--- src/rtl/ecc_job_scheduler.sv ---
// Two-port round-robin job sequencer that programs the ECC core over APB
// and returns the core's result to the requester that issued the job.
module ecc_job_scheduler #(
    parameter int DATA_WIDTH      = 32,
    parameter int AMBA_ADDR_WIDTH = 20,
    parameter int AMBA_WORD       = 32,
    parameter int TIMEOUT         = 15
) (
    input  logic                       clk,
    input  logic                       rst,
    input  logic [1:0]                 req_valid,
    output logic [1:0]                 req_ready,
    input  logic [3:0]                 req_mode,
    input  logic [3:0]                 req_width,
    input  logic [2*AMBA_WORD-1:0]     req_data,
    input  logic [2*AMBA_WORD-1:0]     req_noise,
    output logic [AMBA_ADDR_WIDTH-1:0] PADDR,
    output logic [AMBA_WORD-1:0]       PWDATA,
    output logic                       PSEL,
    output logic                       PENABLE,
    output logic                       PWRITE,
    input  logic                       core_done,
    input  logic [DATA_WIDTH-1:0]      core_data,
    input  logic [1:0]                 core_nerr,
    output logic                       rsp_valid,
    output logic                       rsp_id,
    output logic [DATA_WIDTH-1:0]      rsp_data,
    output logic [1:0]                 rsp_nerr,
    output logic                       rsp_err
);

    typedef enum logic [2:0] {
        IDLE,
        WR_SETUP,
        WR_ACCESS,
        WAIT,
        RESP
    } state_t;

    state_t state, n_state;

    logic [1:0]           idx, n_idx;
    logic [7:0]           tcnt, n_tcnt;
    logic                 last, n_last;
    logic [1:0]           mode, n_mode;
    logic [1:0]           width, n_width;
    logic [AMBA_WORD-1:0] data, n_data;
    logic [AMBA_WORD-1:0] noise, n_noise;

    logic [1:0]                 grant;
    logic                       sel;
    logic                       n_psel;
    logic                       n_penable;
    logic [AMBA_ADDR_WIDTH-1:0] n_paddr;
    logic [AMBA_WORD-1:0]       n_pwdata;
    logic                       n_rsp_id;
    logic [DATA_WIDTH-1:0]      n_rsp_data;
    logic [1:0]                 n_rsp_nerr;
    logic                       n_rsp_err;

    // On a tie the requester that did not win last time gets the grant
    always_comb begin
        grant = 2'b00;
        if (state == IDLE) begin
            case (req_valid)
                2'b01:   grant = 2'b01;
                2'b10:   grant = 2'b10;
                2'b11:   grant = last ? 2'b01 : 2'b10;
                default: grant = 2'b00;
            endcase
        end
    end

    assign req_ready = grant;
    assign sel       = grant[1];

    always_comb begin
        n_state    = state;
        n_idx      = idx;
        n_tcnt     = tcnt;
        n_last     = last;
        n_mode     = mode;
        n_width    = width;
        n_data     = data;
        n_noise    = noise;
        n_rsp_id   = rsp_id;
        n_rsp_data = rsp_data;
        n_rsp_nerr = rsp_nerr;
        n_rsp_err  = rsp_err;
        case (state)
            IDLE: begin
                if (grant != 2'b00) begin
                    n_mode   = sel ? req_mode[3:2]  : req_mode[1:0];
                    n_width  = sel ? req_width[3:2] : req_width[1:0];
                    n_data   = sel ? req_data[2*AMBA_WORD-1:AMBA_WORD]
                                   : req_data[AMBA_WORD-1:0];
                    n_noise  = sel ? req_noise[2*AMBA_WORD-1:AMBA_WORD]
                                   : req_noise[AMBA_WORD-1:0];
                    n_rsp_id = sel;
                    n_last   = sel;
                    n_idx    = 2'd0;
                    if (n_mode == 2'b11) begin
                        n_rsp_err  = 1'b1;
                        n_rsp_data = '0;
                        n_rsp_nerr = 2'b00;
                        n_state    = RESP;
                    end else begin
                        n_state = WR_SETUP;
                    end
                end
            end
            WR_SETUP: n_state = WR_ACCESS;
            WR_ACCESS: begin
                if (idx != 2'd3) begin
                    n_idx   = idx + 2'd1;
                    n_state = WR_SETUP;
                end else begin
                    n_tcnt  = 8'd0;
                    n_state = WAIT;
                end
            end
            WAIT: begin
                n_tcnt = tcnt + 8'd1;
                if (core_done) begin
                    n_rsp_data = core_data;
                    n_rsp_nerr = core_nerr;
                    n_rsp_err  = 1'b0;
                    n_state    = RESP;
                end else if (tcnt == 8'(TIMEOUT - 1)) begin
                    n_rsp_data = '0;
                    n_rsp_nerr = 2'b00;
                    n_rsp_err  = 1'b1;
                    n_state    = RESP;
                end
            end
            RESP:    n_state = IDLE;
            default: n_state = IDLE;
        endcase
    end

    // APB outputs are registered from the next state; CTRL goes last
    always_comb begin
        n_psel    = (n_state == WR_SETUP) || (n_state == WR_ACCESS);
        n_penable = (n_state == WR_ACCESS);
        n_paddr   = '0;
        n_pwdata  = '0;
        if (n_psel) begin
            case (n_idx)
                2'd0: begin
                    n_paddr[3:2] = 2'b10;
                    n_pwdata     = {{(AMBA_WORD-2){1'b0}}, n_width};
                end
                2'd1: begin
                    n_paddr[3:2] = 2'b11;
                    n_pwdata     = n_noise;
                end
                2'd2: begin
                    n_paddr[3:2] = 2'b01;
                    n_pwdata     = n_data;
                end
                default: begin
                    n_paddr[3:2] = 2'b00;
                    n_pwdata     = {{(AMBA_WORD-2){1'b0}}, n_mode};
                end
            endcase
        end
    end

    always_ff @(posedge clk or negedge rst) begin
        if (!rst) begin
            state     <= IDLE;
            idx       <= 2'd0;
            tcnt      <= 8'd0;
            last      <= 1'b1;
            mode      <= 2'b00;
            width     <= 2'b00;
            data      <= '0;
            noise     <= '0;
            PSEL      <= 1'b0;
            PENABLE   <= 1'b0;
            PWRITE    <= 1'b0;
            PADDR     <= '0;
            PWDATA    <= '0;
            rsp_valid <= 1'b0;
            rsp_id    <= 1'b0;
            rsp_data  <= '0;
            rsp_nerr  <= 2'b00;
            rsp_err   <= 1'b0;
        end else begin
            state     <= n_state;
            idx       <= n_idx;
            tcnt      <= n_tcnt;
            last      <= n_last;
            mode      <= n_mode;
            width     <= n_width;
            data      <= n_data;
            noise     <= n_noise;
            PSEL      <= n_psel;
            PENABLE   <= n_penable;
            PWRITE    <= n_psel;
            PADDR     <= n_paddr;
            PWDATA    <= n_pwdata;
            rsp_valid <= (n_state == RESP);
            rsp_id    <= n_rsp_id;
            rsp_data  <= n_rsp_data;
            rsp_nerr  <= n_rsp_nerr;
            rsp_err   <= n_rsp_err;
        end
    end

endmodule

--- config.mk ---
export PLATFORM = sky130hd
export DESIGN_NAME = ecc_job_scheduler
export DESIGN_NICKNAME = d
export VERILOG_FILES = /design/src/rtl/ecc_job_scheduler.sv
export SDC_FILE = /design/constraint.sdc
export NUM_CORES = 1
export LEC_CHECK = 0
export ABC_CLOCK_PERIOD_IN_PS = 3370
export BUFFER_PORTS_ARGS = -buffer_cell sky130_fd_sc_hd__buf_4
export CAP_MARGIN = 10
export CORE_UTILIZATION = 40
export DETAILED_ROUTE_END_ITERATION = 12
export GPL_TIMING_DRIVEN = 0
export PLACE_DENSITY = 0.67
export SYNTH_ARGS = -nofsm -noshare
export SYNTH_HDL_FRONTEND = slang
export SYNTH_SLANG_ARGS = --single-unit
export TNS_END_PERCENT = 50
--- constraint.sdc ---
create_clock -name clk -period 3.37 [get_ports clk]
set_clock_uncertainty 0.15 [all_clocks]
set_input_delay 0.1685 -clock clk [delete_from_list [all_inputs] [get_ports clk]]
set_output_delay 0.1685 -clock clk [all_outputs]
set_load 0.02 [all_outputs]
==> reports/qor.yml, run 1 <==
min_path:
  hold_end: "data[13]"
  holdCritPathClass: "in -> reg"
  hold-path-cell-count: 3
  worstHoldStart: "req_data[13]"
logic_synthesis:
  avgSynthCellArea_sq_um: 9.93
  yosys_warnings: 0
  netlist_area_sq_um: 7010
  syn_inst: 706
  synth-seq-cells: 155
  ys_types: 46
  ys_seq_area_share_pct: 55.3
power_and_ir_drop:
  p_clk_share_pct: 18.9
  power.leakage_nw: 5.31
  pwr-share-seq_pct: 28.4
  p_per_area_nw_per_um2: 917
  switching_power_mw: 4.28
  p_int_mw: 6.37
  switching_share_pct: 40.2
  power_frac_comb_pct: 52.7
  vdd_drop_max_mv: 0.508
route:
  drt_wl_total_um: 26000
  via_count: 7577
  wl_per_cell_um: 18.5
  drt-pass1-iter-count: 5
  vias_per_cell: 5.40
  drt_iter0_drc: 608
  ant_nets: 0
  drc: 0
critical_path:
  worst-path-buf-inv: 6
  slowest_stage: "or4b_1"
  end_kind: "flop"
  crit_path_max_incr_delay_ns: 0.50
  r2r_cells: 5
  r2r-end: "data[16]"
  crit_path_start_kind: "input pin"
  criticalPathCategory: "in -> reg"
  crit_arrival_ns: 3.27
  cp_max_fo: 10
  cp.required_ns: 3.55
  critPathTopFamily: "buffers and inverters"
  path_cells: "buf_4 > or2_2 > clkbuf_1 > buf_1 > o21ai_0 > a32oi_1 > inv_1 > ha_1 > or4b_1 > buf_2 > buf_6 > nor2_1"
  r2r_slack_ns: 0.38
  reg2reg_from: "last"
timing:
  rsz0062_at_grt: "false"
  hold_viol_final: 0
  setup-tns-final_ns: 0
  fmax_mhz: 324
  report.final.setup_viol: 0
  fin_ws_ns: 0.282
  tightest_slew_ns: 0.851
  min_period_over_period_pct: 91.6
  slew_viol_final: 0
  relSlewSlack_pct: 43.1
  fin_crit_ns: 3.09
die:
  fp.dieW_um: 134
  die_h_um: 134
  ios: 269
  row_count: 48
  start_util_pct: 40.7
  core-area_sq_um: 17200
  die_area_sq_um: 18100
finish:
  fin_nets: 1346
  drive_gt1_share_pct: 27.4
  antenna-diode-count: 0
  area_delta_synth_final_pct: 65.5
clock_tree:
  cts_setup_buffers: 0
  numClockSinks: 155
  htree_num_levels: 4
  cts_inserted_buffers: 17
  cts_tree: "yes"
  clk_pin_slew_worst_paths_ns: 0.06
  clock_path_buffers: 2
  clock_latency_ns: 0.43
  clockRootBuffer: "clkbuf_16"
run:
  maxCapViolations: 0
global_route:
  grt_max_degree: 92
  antenna_found_initial: 0
  grt_pass1_wl_um: 39900
  grt_util_all_layers_pct: 29.0
  grt-ovfl-total: 0
  grt_pass1_vias: 7451
run_status:
  status: "finished clean"
place:
  dp_hpwl_um: 17300
  numPortBuffers: 250
  gp_congestion: 0.875
  place_ws_ns: -0.0823
[repair_timing]
action                                  4_1_cts  5_1_grt
gates resized for setup                       0        0
hold endpoints to repair                    167        0
endpoints found under the setup margin        0        0
hold buffers                                172        0
[Yosys cell counts (all sizes together)]
cell type / number / area (sq um)
nor3: 3 / 15.0
dfrtp: 154 / 3850
nand3b: 1 / 7.51
a22o: 34 / 298
ha: 6 / 75.1
and3: 1 / 6.26
o21ai: 70 / 350
o41ai: 1 / 8.76
o22ai: 4 / 25.0
nor2b: 1 / 6.26
nand4: 3 / 18.8
xor2: 1 / 8.76
a21boi: 1 / 7.51
nand2: 17 / 63.8
a21bo: 1 / 10.0
or2: 1 / 6.26
nand2b: 2 / 12.5
buf: 46 / 290
a21o: 3 / 22.5
or4b: 1 / 10.0
and2: 2 / 12.5
o31ai: 2 / 15.0
nor3b: 3 / 22.5
and3b: 1 / 8.76
clkbuf: 42 / 158
a21oi: 65 / 325
inv: 11 / 41.3
or3: 3 / 18.8
nand3: 64 / 320
mux2i: 5 / 50.1
a22oi: 32 / 240
and4: 1 / 8.76
a31oi: 62 / 388
dfstp: 1 / 26.3
o211a: 2 / 20.0
o2111ai: 2 / 17.5
o211ai: 2 / 15.0
nand4b: 1 / 8.76
o311a: 2 / 20.0
nor2: 50 / 188
conb: 1 / 3.75
a32oi: 1 / 8.76
[cell families after synthesis]
| kind of cell | count (synthesis) | synth area share (%) |
|---|---|---|
| AOI/OAI and AO/OA | 284 | 25.3 |
| xor gates and xnor gates | 1 | 0.125 |
| adders and majority gates | 6 | 1.07 |
| buffers and inverters | 99 | 6.98 |
| DFF | 155 | 55.3 |
| muxes | 5 | 0.714 |
| other | 1 | 0.0535 |
| and+or+nand+nor | 155 | 10.5 |
[final cells by class]
| type | instances | area [sq um] |
|---|---|---|
| tap | 225 | 282 |
| multi-input combinational | 469 | 2710 |
| clock inverter | 12 | 163 |
| buffer | 88 | 448 |
| sequential | 155 | 3880 |
| fill | 1347 | 5630 |
| inverter | 11 | 41.3 |
| timing repair buffer | 423 | 3630 |
| clock buffer | 20 | 457 |
[metal layers]
| metal | track usage, % | routed length [um] | up-vias |
|---|---|---|---|
| li1 | - | - | 3488 |
| met1 | 37.2 | 10600 | 3619 |
| met2 | 47.2 | 12400 | 425 |
| met3 | 7.86 | 2340 | 45 |
| met4 | 10.4 | 604 | 0 |
| met5 | 0 | 0 | - |
[worst reg2reg max path, cell delays in order, from the launching register on]
cell and delay [ns]:
dfstp_2 0.38, a21boi_1 0.68, clkbuf_1 0.47, nand3_1 0.14, a31oi_1 0.46, dlygate4sd3_1 0.65
[sequential cells by signal, summed over array words and instances, names as in the netlist, 2 cells and up]
| signal | count |
|---|---|
| idx | 2 |
| rsp_nerr | 2 |
| data | 32 |
| tcnt | 8 |
| state | 3 |
| mode | 2 |
| PWDATA | 32 |
| rsp_data | 32 |
| noise | 32 |
| width | 2 |
| PADDR | 2 |
[worst max-delay path by stage]
stage / startpoint / to / slack, ns / depth (start not counted)
finish: req_valid[1] / PWDATA[18] / 0.28 / 12
CTS: req_valid[1] / PWDATA[14] / 0.36 / 12
global route: req_valid[1] / PWDATA[18] / 0.07 / 12
floorplan: req_valid[1] / PWDATA[10] / 0.79 / 11
global placement: req_valid[0] / PWDATA[14] / -0.08 / 12
detailed placement: req_valid[0] / PWDATA[18] / -0.08 / 12
[metrics by stage]
step                power [mW]  util, %  area (sq um)  instances  hold WS, ns
finish                    10.6     67.3         11600       1403       0.0125
global route              11.2     67.3         11600       1403       0.0278
CTS                       10.5     67.3         11600       1403      0.00428
detailed placement        7.56     53.8          9270       1199       0.0459
global placement          7.51     53.6          9240       1198        0.230
floorplan                 5.84        -          7080        723       -0.277
[layout by cell type, fill, tap and decap left out, types with 6 or more instances in the layout]
cell type / count
a22oi_1: 32
a21oi_1: 65
nand2_1: 17
o21ai_0: 69
buf_2: 16
ha_1: 6
buf_1: 7
clkbuf_16: 17
inv_1: 11
conb_1: 18
dfrtp_1: 154
clkbuf_1: 43
buf_4: 269
nor2_1: 50
a31oi_1: 62
nand3_1: 64
dlygate4sd3_1: 172
a22o_1: 34
[power groups by stage]
stage / Combinational, mW / Sequential (mW) / Clock, mW
finish: 5.61 / 3.03 / 2.01
global route: 6.03 / 3.10 / 2.12
CTS: 5.48 / 3.01 / 2.03
detailed placement: 4.55 / 3.01 / 0
global placement: 4.48 / 3.03 / 0
floorplan: 2.50 / 3.35 / 0
Power figures use the tool's default switching activity.
==> run 2: changes to the inputs <==
Settings changed: ABC_CLOCK_PERIOD_IN_PS 3370 to 2700, PLACE_DENSITY 0.67 to 0.7, SKIP_LAST_GASP set to 1.
Clock period 3.37 ns to 2.7 ns, I/O delays scaled along.
==> run 2 against run 1 <==
Compared with the run above: non-clock buffer count unchanged; sequential share of layout area hardly changed; utilization rose by 0.094 points; final cell count unchanged; die area is the same; clock power up 19%; register-to-register slack got worse by 0.33 ns; hold slack gained 0.046 ns; critical path type is now reg -> reg; largest power group unchanged.
==> reports/qor.yml, run 2 (synthesized netlist as in run 1, its figures left out) <==
run_status:
  status: "finished clean"
place:
  numPortBuffers: 250  # unchanged
  placed_area_sq_um: 9270  # unchanged
  gp_congestion: 0.882  # +0.81%
  dp_hpwl_um: 17400  # +0.56%
die:
  die_h_um: 134  # unchanged
  core-area_sq_um: 17200  # unchanged
  start_util_pct: 40.7  # unchanged
  ios: 269  # unchanged
  die_area_sq_um: 18100  # unchanged
  fp.dieW_um: 134  # unchanged
  row_count: 48  # unchanged
route:
  drc: 0  # unchanged
  via_count: 7751  # +2.3%
  ant_nets: 0  # unchanged
  vias_per_cell: 5.52  # +2.3%
  drt-pass1-iter-count: 5  # unchanged
  drt_wl_total_um: 27300  # +4.8%
  drt_iter0_drc: 575  # -5.4%
  wl_per_cell_um: 19.4  # +4.8%
finish:
  antenna-diode-count: 0  # unchanged
  final_common_cell: "buf_4"
  area_delta_synth_final_pct: 65.7
  final_cell_mix: "271 x buf_4, 173 x dlygate4sd3_1, 154 x dfrtp_1, 69 x o21ai_0, 65 x a21oi_1"
  drive_gt1_share_pct: 28.4  # +1.0 points
  final_area_sq_um: 11600  # +0.14%
  fin_nets: 1346  # unchanged
  n_fill_cell: 1320  # -2.0%
critical_path:
  cp_max_fo: 10  # unchanged
  end_kind: "flop"
  cp.required_ns: 2.88  # -0.67 ns
  criticalPathCategory: "reg -> reg"
  crit_path_start_kind: "flop"
  crit_arrival_ns: 2.83  # -0.44 ns
clock_tree:
  htree_num_levels: 4  # unchanged
  clock_path_buffers: 2  # unchanged
  numClockSinks: 155  # unchanged
  clockRootBuffer: "clkbuf_16"
  clock_latency_ns: 0.42  # about the same
  clk_pin_slew_worst_paths_ns: 0.06  # about the same
  cts_inserted_buffers: 17  # unchanged
  cts_tree: "yes"
timing:
  fin_crit_ns: 2.65
  tightest_slew_ns: 0.663  # -0.188 ns
  min_period_over_period_pct: 98.1
  report.final.setup_viol: 0  # unchanged
  setup-tns-final_ns: 0  # unchanged
  slew_viol_final: 0  # unchanged
  rsz0062_at_grt: "true"
  relSlewSlack_pct: 55.7  # +13 points
  fmax_mhz: 378
  hold_viol_final: 0  # unchanged
power_and_ir_drop:
  p_per_area_nw_per_um2: 1070  # +16%
  vdd_drop_max_mv: 0.627  # +23%
  power.leakage_nw: 5.38  # +1.2%
global_route:
  grt-ovfl-total: 0  # unchanged
  grt_pass1_vias: 7771  # +4.3%
  grt_max_degree: 93  # +1.1%
  grt_pass1_wl_um: 41500  # +3.9%
  grt_util_all_layers_pct: 30.3  # +1.3 points
  antenna_found_initial: 0  # unchanged
run:
  maxCapViolations: 0  # unchanged
min_path:
  holdCritPathClass: "in -> reg"
-- run 2: cell types whose count changed in the layout (fill, tap and decap cells not counted), sizes merged, moves of 2 or more --
cell,before,now
clkinvlp,5,2
clkbuf,62,65
clkinv,1,6
buf,297,294
inv,14,12
-- run 2: power breakdown --
group / switching, mW / internal, mW
combinational: 3.79 / 2.43
sequential: 0.452 / 3.33
clock: 0.955 / 1.43
total: 5.20 / 7.20
-- run 2: final cells by class --
type,count,area [sq um],area share [%]
Clock inverter,11,118,1.01
Clock buffer,21,470,4.05
Buffer,86,452,3.89
Multi-Input combinational cell,469,2730,23.5
Inverter,11,41.3,0.355
Sequential cell,155,3880,33.4
Tap cell,225,282,2.42
Timing Repair Buffer,425,3650,31.4
-- run 2: path summary, 6_finish.rpt --
check,from,to,slack (ns),cells past startpoint
worst max-delay path,state[0],PWDATA[14],0.05,10
worst min register to register,mode[0],mode[0],0.33,2
worst max register to register,state[0],PWDATA[14],0.05,10
min in group asynchronous,rst,data[6],0.12,2
worst min-delay path,req_valid[0],rsp_id,0.06,4
max in group asynchronous,rst,rsp_data[9],1.40,3
-- run 2: metrics by stage --
step                      total power, mW  util (%)  cells  setup slack, ns  hold WS [ns]
after floorplan                      7.29         -    723            0.152        -0.311
after global placement               9.34      53.6   1198           -0.705         0.178
after detailed placement             9.44      53.8   1199           -0.748        0.0135
after CTS                            12.2      67.3   1404          0.00468        0.0576
after global routing                 13.1      67.4   1403          -0.0262        0.0872
final                                12.4      67.4   1403           0.0512        0.0583
-- run 2: routing by layer --
layer	GRT usage (%)	vias to the layer above	wire, um
li1	-	3484	-
met1	36.8	3695	10600
met2	50.9	502	13300
met3	6.95	70	2430
met4	14.5	0	949
met5	0	-	0
-- run 2: timing repair --
action / 4_1_cts / 5_1_grt
setup buffers: 1 / 0
pin swaps: 1 / 2
cloned: 0 / 0
endpoints found under the setup margin: 31 / 38
gates resized for setup: 5 / 11
hold endpoints to repair: 166 / 0
hold buffers: 173 / 0
-- run 2: critical path, cell delays in order (launching register included) --
cell and delay, ns:
dfrtp_1 0.36, buf_2 0.17, nor2_4 0.17, o21ai_0 0.10, a32oi_1 0.24, inv_1 0.12
ha_2 0.24, or4b_1 0.52, buf_2 0.18, buf_6 0.15, nor2_1 0.16
